--- src/rtl/ahb_pkg.sv ---
// AHB protocol encodings and the DMA master state set shared by the
// ahb_rsa2048 copy engine and its bench.
package ahb_pkg;

    localparam logic [1:0] HTRANS_IDLE   = 2'b00;
    localparam logic [1:0] HTRANS_BUSY   = 2'b01;
    localparam logic [1:0] HTRANS_NONSEQ = 2'b10;
    localparam logic [1:0] HTRANS_SEQ    = 2'b11;

    localparam logic [2:0] HSIZE_WORD    = 3'b010;
    localparam logic [2:0] HBURST_SINGLE = 3'b000;

    localparam logic [1:0] HRESP_OKAY    = 2'b00;
    localparam logic [1:0] HRESP_ERROR   = 2'b01;
    localparam logic [1:0] HRESP_RETRY   = 2'b10;
    localparam logic [1:0] HRESP_SPLIT   = 2'b11;

    typedef enum logic [2:0] {
        ST_IDLE,
        ST_REQ,
        ST_RD_A,
        ST_RD_D,
        ST_WR_A,
        ST_WR_D,
        ST_FIN
    } dma_state_e;

endpackage

--- src/rtl/ahb_rsa2048_dma_master.sv ---
// Word-by-word AHB copy engine: one SINGLE read then one SINGLE write per
// word, keeping the bus requested for the whole block.
module ahb_rsa2048_dma_master
    import ahb_pkg::*;
#(
    parameter int         LEN_W     = 16,
    parameter logic [3:0] HPROT_VAL = 4'b0011
) (
    input  logic             HCLK,
    input  logic             HRESETn,
    input  logic             start,
    input  logic [31:0]      src_addr,
    input  logic [31:0]      dst_addr,
    input  logic [LEN_W-1:0] num_words,
    output logic             busy,
    output logic             done,
    output logic             error,
    output logic             mHBUSREQ,
    input  logic             mHGRANT,
    output logic [31:0]      mHADDR,
    output logic [1:0]       mHTRANS,
    output logic             mHWRITE,
    output logic [2:0]       mHSIZE,
    output logic [2:0]       mHBURST,
    output logic [3:0]       mHPROT,
    output logic             mHLOCK,
    output logic [31:0]      mHWDATA,
    input  logic [31:0]      mHRDATA,
    input  logic [1:0]       mHRESP,
    input  logic             mHREADY
);

    dma_state_e       state, state_nxt;
    logic [31:0]      src_ptr, dst_ptr, data_reg;
    logic [LEN_W-1:0] remaining;
    logic             err_q;
    logic             last_word, resp_ok;

    assign last_word = (remaining == LEN_W'(1));
    assign resp_ok   = (mHRESP == HRESP_OKAY);

    assign mHSIZE  = HSIZE_WORD;
    assign mHBURST = HBURST_SINGLE;
    assign mHPROT  = HPROT_VAL;
    assign mHLOCK  = 1'b0;
    assign mHWDATA = data_reg;
    assign error   = err_q;

    always_ff @(posedge HCLK or negedge HRESETn) begin
        if (!HRESETn) state <= ST_IDLE;
        else          state <= state_nxt;
    end

    always_comb begin
        state_nxt = state;
        busy      = 1'b0;
        done      = 1'b0;
        mHBUSREQ  = 1'b0;
        mHTRANS   = HTRANS_IDLE;
        mHWRITE   = 1'b0;
        mHADDR    = '0;
        unique case (state)
            ST_IDLE: begin
                if (start) state_nxt = (num_words == '0) ? ST_FIN : ST_REQ;
            end
            ST_REQ: begin
                busy     = 1'b1;
                mHBUSREQ = 1'b1;
                mHADDR   = src_ptr;
                if (mHGRANT && mHREADY) state_nxt = ST_RD_A;
            end
            ST_RD_A: begin
                busy     = 1'b1;
                mHBUSREQ = 1'b1;
                mHADDR   = src_ptr;
                // Losing the grant before the read is issued: re-arbitrate,
                // pointers untouched.
                if (!mHGRANT) begin
                    state_nxt = ST_REQ;
                end else begin
                    mHTRANS = HTRANS_NONSEQ;
                    if (mHREADY) state_nxt = ST_RD_D;
                end
            end
            ST_RD_D: begin
                busy     = 1'b1;
                mHBUSREQ = 1'b1;
                mHADDR   = src_ptr;
                if (mHREADY) state_nxt = resp_ok ? ST_WR_A : ST_IDLE;
            end
            ST_WR_A: begin
                busy     = 1'b1;
                mHBUSREQ = 1'b1;
                mHWRITE  = 1'b1;
                mHADDR   = dst_ptr;
                if (mHGRANT) begin
                    mHTRANS = HTRANS_NONSEQ;
                    if (mHREADY) state_nxt = ST_WR_D;
                end
            end
            ST_WR_D: begin
                busy     = 1'b1;
                mHBUSREQ = !last_word;
                mHWRITE  = 1'b1;
                mHADDR   = dst_ptr;
                if (mHREADY) begin
                    if (!resp_ok)       state_nxt = ST_IDLE;
                    else if (last_word) state_nxt = ST_FIN;
                    else                state_nxt = ST_RD_A;
                end
            end
            ST_FIN: begin
                done      = 1'b1;
                state_nxt = ST_IDLE;
            end
            default: state_nxt = ST_IDLE;
        endcase
    end

    always_ff @(posedge HCLK or negedge HRESETn) begin
        if (!HRESETn) begin
            src_ptr   <= '0;
            dst_ptr   <= '0;
            data_reg  <= '0;
            remaining <= '0;
            err_q     <= 1'b0;
        end else begin
            err_q <= 1'b0;
            unique case (state)
                ST_IDLE: begin
                    if (start) begin
                        src_ptr   <= src_addr & ~32'h3;
                        dst_ptr   <= dst_addr & ~32'h3;
                        remaining <= num_words;
                    end
                end
                ST_RD_D: begin
                    if (mHREADY) begin
                        if (resp_ok) data_reg <= mHRDATA;
                        else         err_q    <= 1'b1;
                    end
                end
                ST_WR_D: begin
                    if (mHREADY) begin
                        if (resp_ok) begin
                            src_ptr   <= src_ptr + 32'd4;
                            dst_ptr   <= dst_ptr + 32'd4;
                            remaining <= remaining - LEN_W'(1);
                        end else begin
                            err_q <= 1'b1;
                        end
                    end
                end
                default: ;
            endcase
        end
    end

endmodule
--- config.mk ---
export PLATFORM = sky130hd
export DESIGN_NAME = ahb_rsa2048_dma_master
export DESIGN_NICKNAME = d
export VERILOG_FILES = /design/src/rtl/ahb_pkg.sv /design/src/rtl/ahb_rsa2048_dma_master.sv
export SDC_FILE = /design/constraint.sdc
export NUM_CORES = 1
export LEC_CHECK = 0
export CAP_MARGIN = 15
export CORE_MARGIN = 1.5
export CORE_UTILIZATION = 48
export CTS_CLUSTER_SIZE = 20
export DETAILED_ROUTE_END_ITERATION = 6
export GPL_ROUTABILITY_DRIVEN = 0
export GPL_TIMING_DRIVEN = 1
export PLACE_DENSITY = 0.82
export SYNTH_ARGS = -nofsm -noshare
export SYNTH_HDL_FRONTEND = slang
export SYNTH_SLANG_ARGS = --single-unit
--- constraint.sdc ---
create_clock -name HCLK -period 2.35 [get_ports HCLK]
set_input_delay 0.235 -clock HCLK [delete_from_list [all_inputs] [get_ports HCLK]]
set_output_delay 0.235 -clock HCLK [all_outputs]
set_load 0.02 [all_outputs]
==> flow_metrics.tcl <==
set metrics [dict create \
    outcome "finished, final reports clean" \
    ys_top_cells_by_area "dfrtp_1 (42%), a21oi_1 (6.6%), mux2_2 (5.4%)" \
    fmax_mhz 449 \
    met2_length_um 9700 \
    cts_tree "built" \
    finalSetupViolCount 0 \
    critPathMaxFanout 10 \
    synth_edf_count 0 \
    antenna_found_initial 0 \
    reg2reg_slack_ns 0.12 \
    netlist_instances 758 \
    synth_area_mm2 0.00666 \
    synth_cell_type_count 66 \
    setup_tns_ns 0 \
    track_usage 0.276 \
    num_io_pins 201 \
    worst_ir_drop_vdd_mv 0.473 \
    firstDrtPassIters 6 \
    r2r_cells 5 \
    power.density_mw_per_mm2 1200 \
    worstPathArrival_ns 2.47 \
    startpoint_type "flip-flop" \
    post-dp-hpwl_um 14200 \
    cp_slowest_cell "or4b_1" \
    clock-root-buffer "clkbuf_16" \
    slew_headroom 0.599 \
    start_util 0.497 \
    met1_length_um 7980 \
    die_x_um 121 \
    hp-class "primary input to asynchronous set/reset pin" \
    final_common_cell "clkdlybuf4s50_1" \
    grt_first_pass_wirelength_um 32000 \
    dieArea_mm2 0.0146 \
    hold_slack_ns 0.370 \
    htreeDepth 3 \
    required_ns 2.59 \
    port_buffers 182 \
    wl_per_cell_um 17.7 \
    highest_layer "met4" \
    routed_wl_um 19800 \
    layout_common_cells "clkdlybuf4s50_1 (149), dfrtp_1 (112), a21oi_1 (86), nor2_1 (61), o21ai_0 (61)" \
    drc 0 \
    dr.first_iter.drc_count 729 \
    layout.nets 1063 \
    grt_start_max_net_pins 79 \
    rows 42 \
    finClkSkew_ns 0.00929 \
    first_global_vias 6385 \
    clockBufferDepth 2 \
    core_area_mm2 0.0134 \
    hold_viol_final 0 \
    drive_gt1_frac 0.123 \
    r2r-end "dst_ptr[28]$_DFFE_PN0P_" \
    slew_viol_final 0 \
    cts_buffers 9 \
    synth_warnings 0 \
    crit_path_start "dst_ptr[9]$_DFFE_PN0P_" \
    min_period_ns 2.23 \
    synth_ff_type "dfrtp_1" \
    synth.avg_cell_area_um2 8.79 \
    yosysSeqAreaShare 0.421 \
    viasPerCell 6.09 \
    cts.clk_slew.worst_paths_ns 0.07 \
    synth_top_area_frac 0.421 \
    worst_skew_pair.late_latency_ns 0.36 \
    overflow 0 \
    diodes 0 \
    maxCapViolCount 0 \
    synth_top_area_cell "dfrtp_1" \
    die_y_um 121 \
    critPathKind "flip-flop to flip-flop" \
    routed-wl-met3_um 1650 \
    r2r-start "dst_ptr[9]$_DFFE_PN0P_" \
    period_share 0.947 \
    synth_async_sr_flop_share 1.00 \
    worstPathCellList "nand3_1, or4b_1, or3_4, o32ai_2, nor2_1" \
    cp-end-kind "flip-flop" \
    num_vias 6817 \
    syn2layout_area_growth_pct 39.1 \
    p_leak_nw 3.96 \
    rsz0062_at_grt "false" \
    slowest_delay_ns 0.76 \
    clkSinkCount 112 \
    ant_nets 0 \
    worst_pin_slew_ns 0.596 \
    ys_ff_latch 112 \
]
## layout make-up
cell class,instances,area [um^2]
clock inverter,3,17.5
tap,176,220
fill,1084,4140
timing repair buffer,228,2340
multi-input combinational,575,3570
sequential,112,2800
clock buffer,12,256
inverter,14,52.6
## cells by family after synthesis
logic type,after synthesis,synth area share
AO/OA/AOI/OAI,275,0.265
AND/OR/NAND/NOR,246,0.188
flip-flops,112,0.421
buffers and inverters,83,0.0571
multiplexers,36,0.0603
adder cells (fa/ha/maj),4,0.00751
other,2,0.00113
## synth_stat cells, types with 9 or more instances
cell,number
dfrtp_1,112
a21oi_1,88
nor2_1,63
o21ai_0,61
nand2_1,57
clkbuf_1,40
mux2_2,32
nand3_1,31
a22o_1,28
nor3_1,22
o22ai_1,18
nand4_1,17
buf_4,15
inv_1,14
a31oi_1,11
nor4_1,11
and3_1,9
buf_1,9
## registers in the layout (all words and copies together) (netlist names)
register / flops
dst_ptr: 30
mHWDATA: 32
remaining: 16
src_ptr: 30
state: 3
error: 1
## worst max-delay path, delay by kind of cell, from the launching register on
kind	cells	cell delay (ns)
and+or+nand+nor	4	1.45
DFF	1	0.40
AOI/OAI and AO/OA	1	0.26
## report_power, final
| group | internal, mW | switching (mW) |
|---|---|---|
| sequential | 2.85 | 0.942 |
| combinational | 2.82 | 3.05 |
| clock | 0.770 | 0.701 |
| total | 6.44 | 4.70 |
## through the flow
stage          area (um^2)  total power, mW  setup slack (ns)  std cells   util
2_1_floorplan         6710             7.04             0.306        770      -
3_3_place_gp          8890             9.58             0.174       1104  0.664
3_5_place_dp          8890             9.72             0.145       1104  0.664
4_1_cts               9180             11.2          0.000281       1120  0.685
5_1_grt               9260             11.9            0.0158       1120  0.691
6_report              9260             11.1             0.124       1120  0.691
## worst max path at each step
stage	endpoint	depth (start not counted)
detailed placement	dst_ptr[28]$_DFFE_PN0P_	5
global placement	dst_ptr[28]$_DFFE_PN0P_	5
global route	dst_ptr[28]$_DFFE_PN0P_	5
floorplan	dst_ptr[28]$_DFFE_PN0P_	6
finish	dst_ptr[28]$_DFFE_PN0P_	5
CTS	mHADDR[22]	5
## metal layers
| metal | track usage | vias to the layer above |
|---|---|---|
| li1 | - | 3194 |
| met1 | 0.368 | 3273 |
| met2 | 0.449 | 314 |
| met3 | 0.0604 | 36 |
| met4 | 0.0904 | 0 |
| met5 | 0 | - |
## what timing repair did
item,4_1_cts,5_1_grt
endpoints found under the hold margin,31,0
resized for setup,6,33
buffers inserted,0,0
hold buffers,1,0
endpoints found under the setup margin,31,30
No activity file was read; power rests on OpenSTA's default activity.
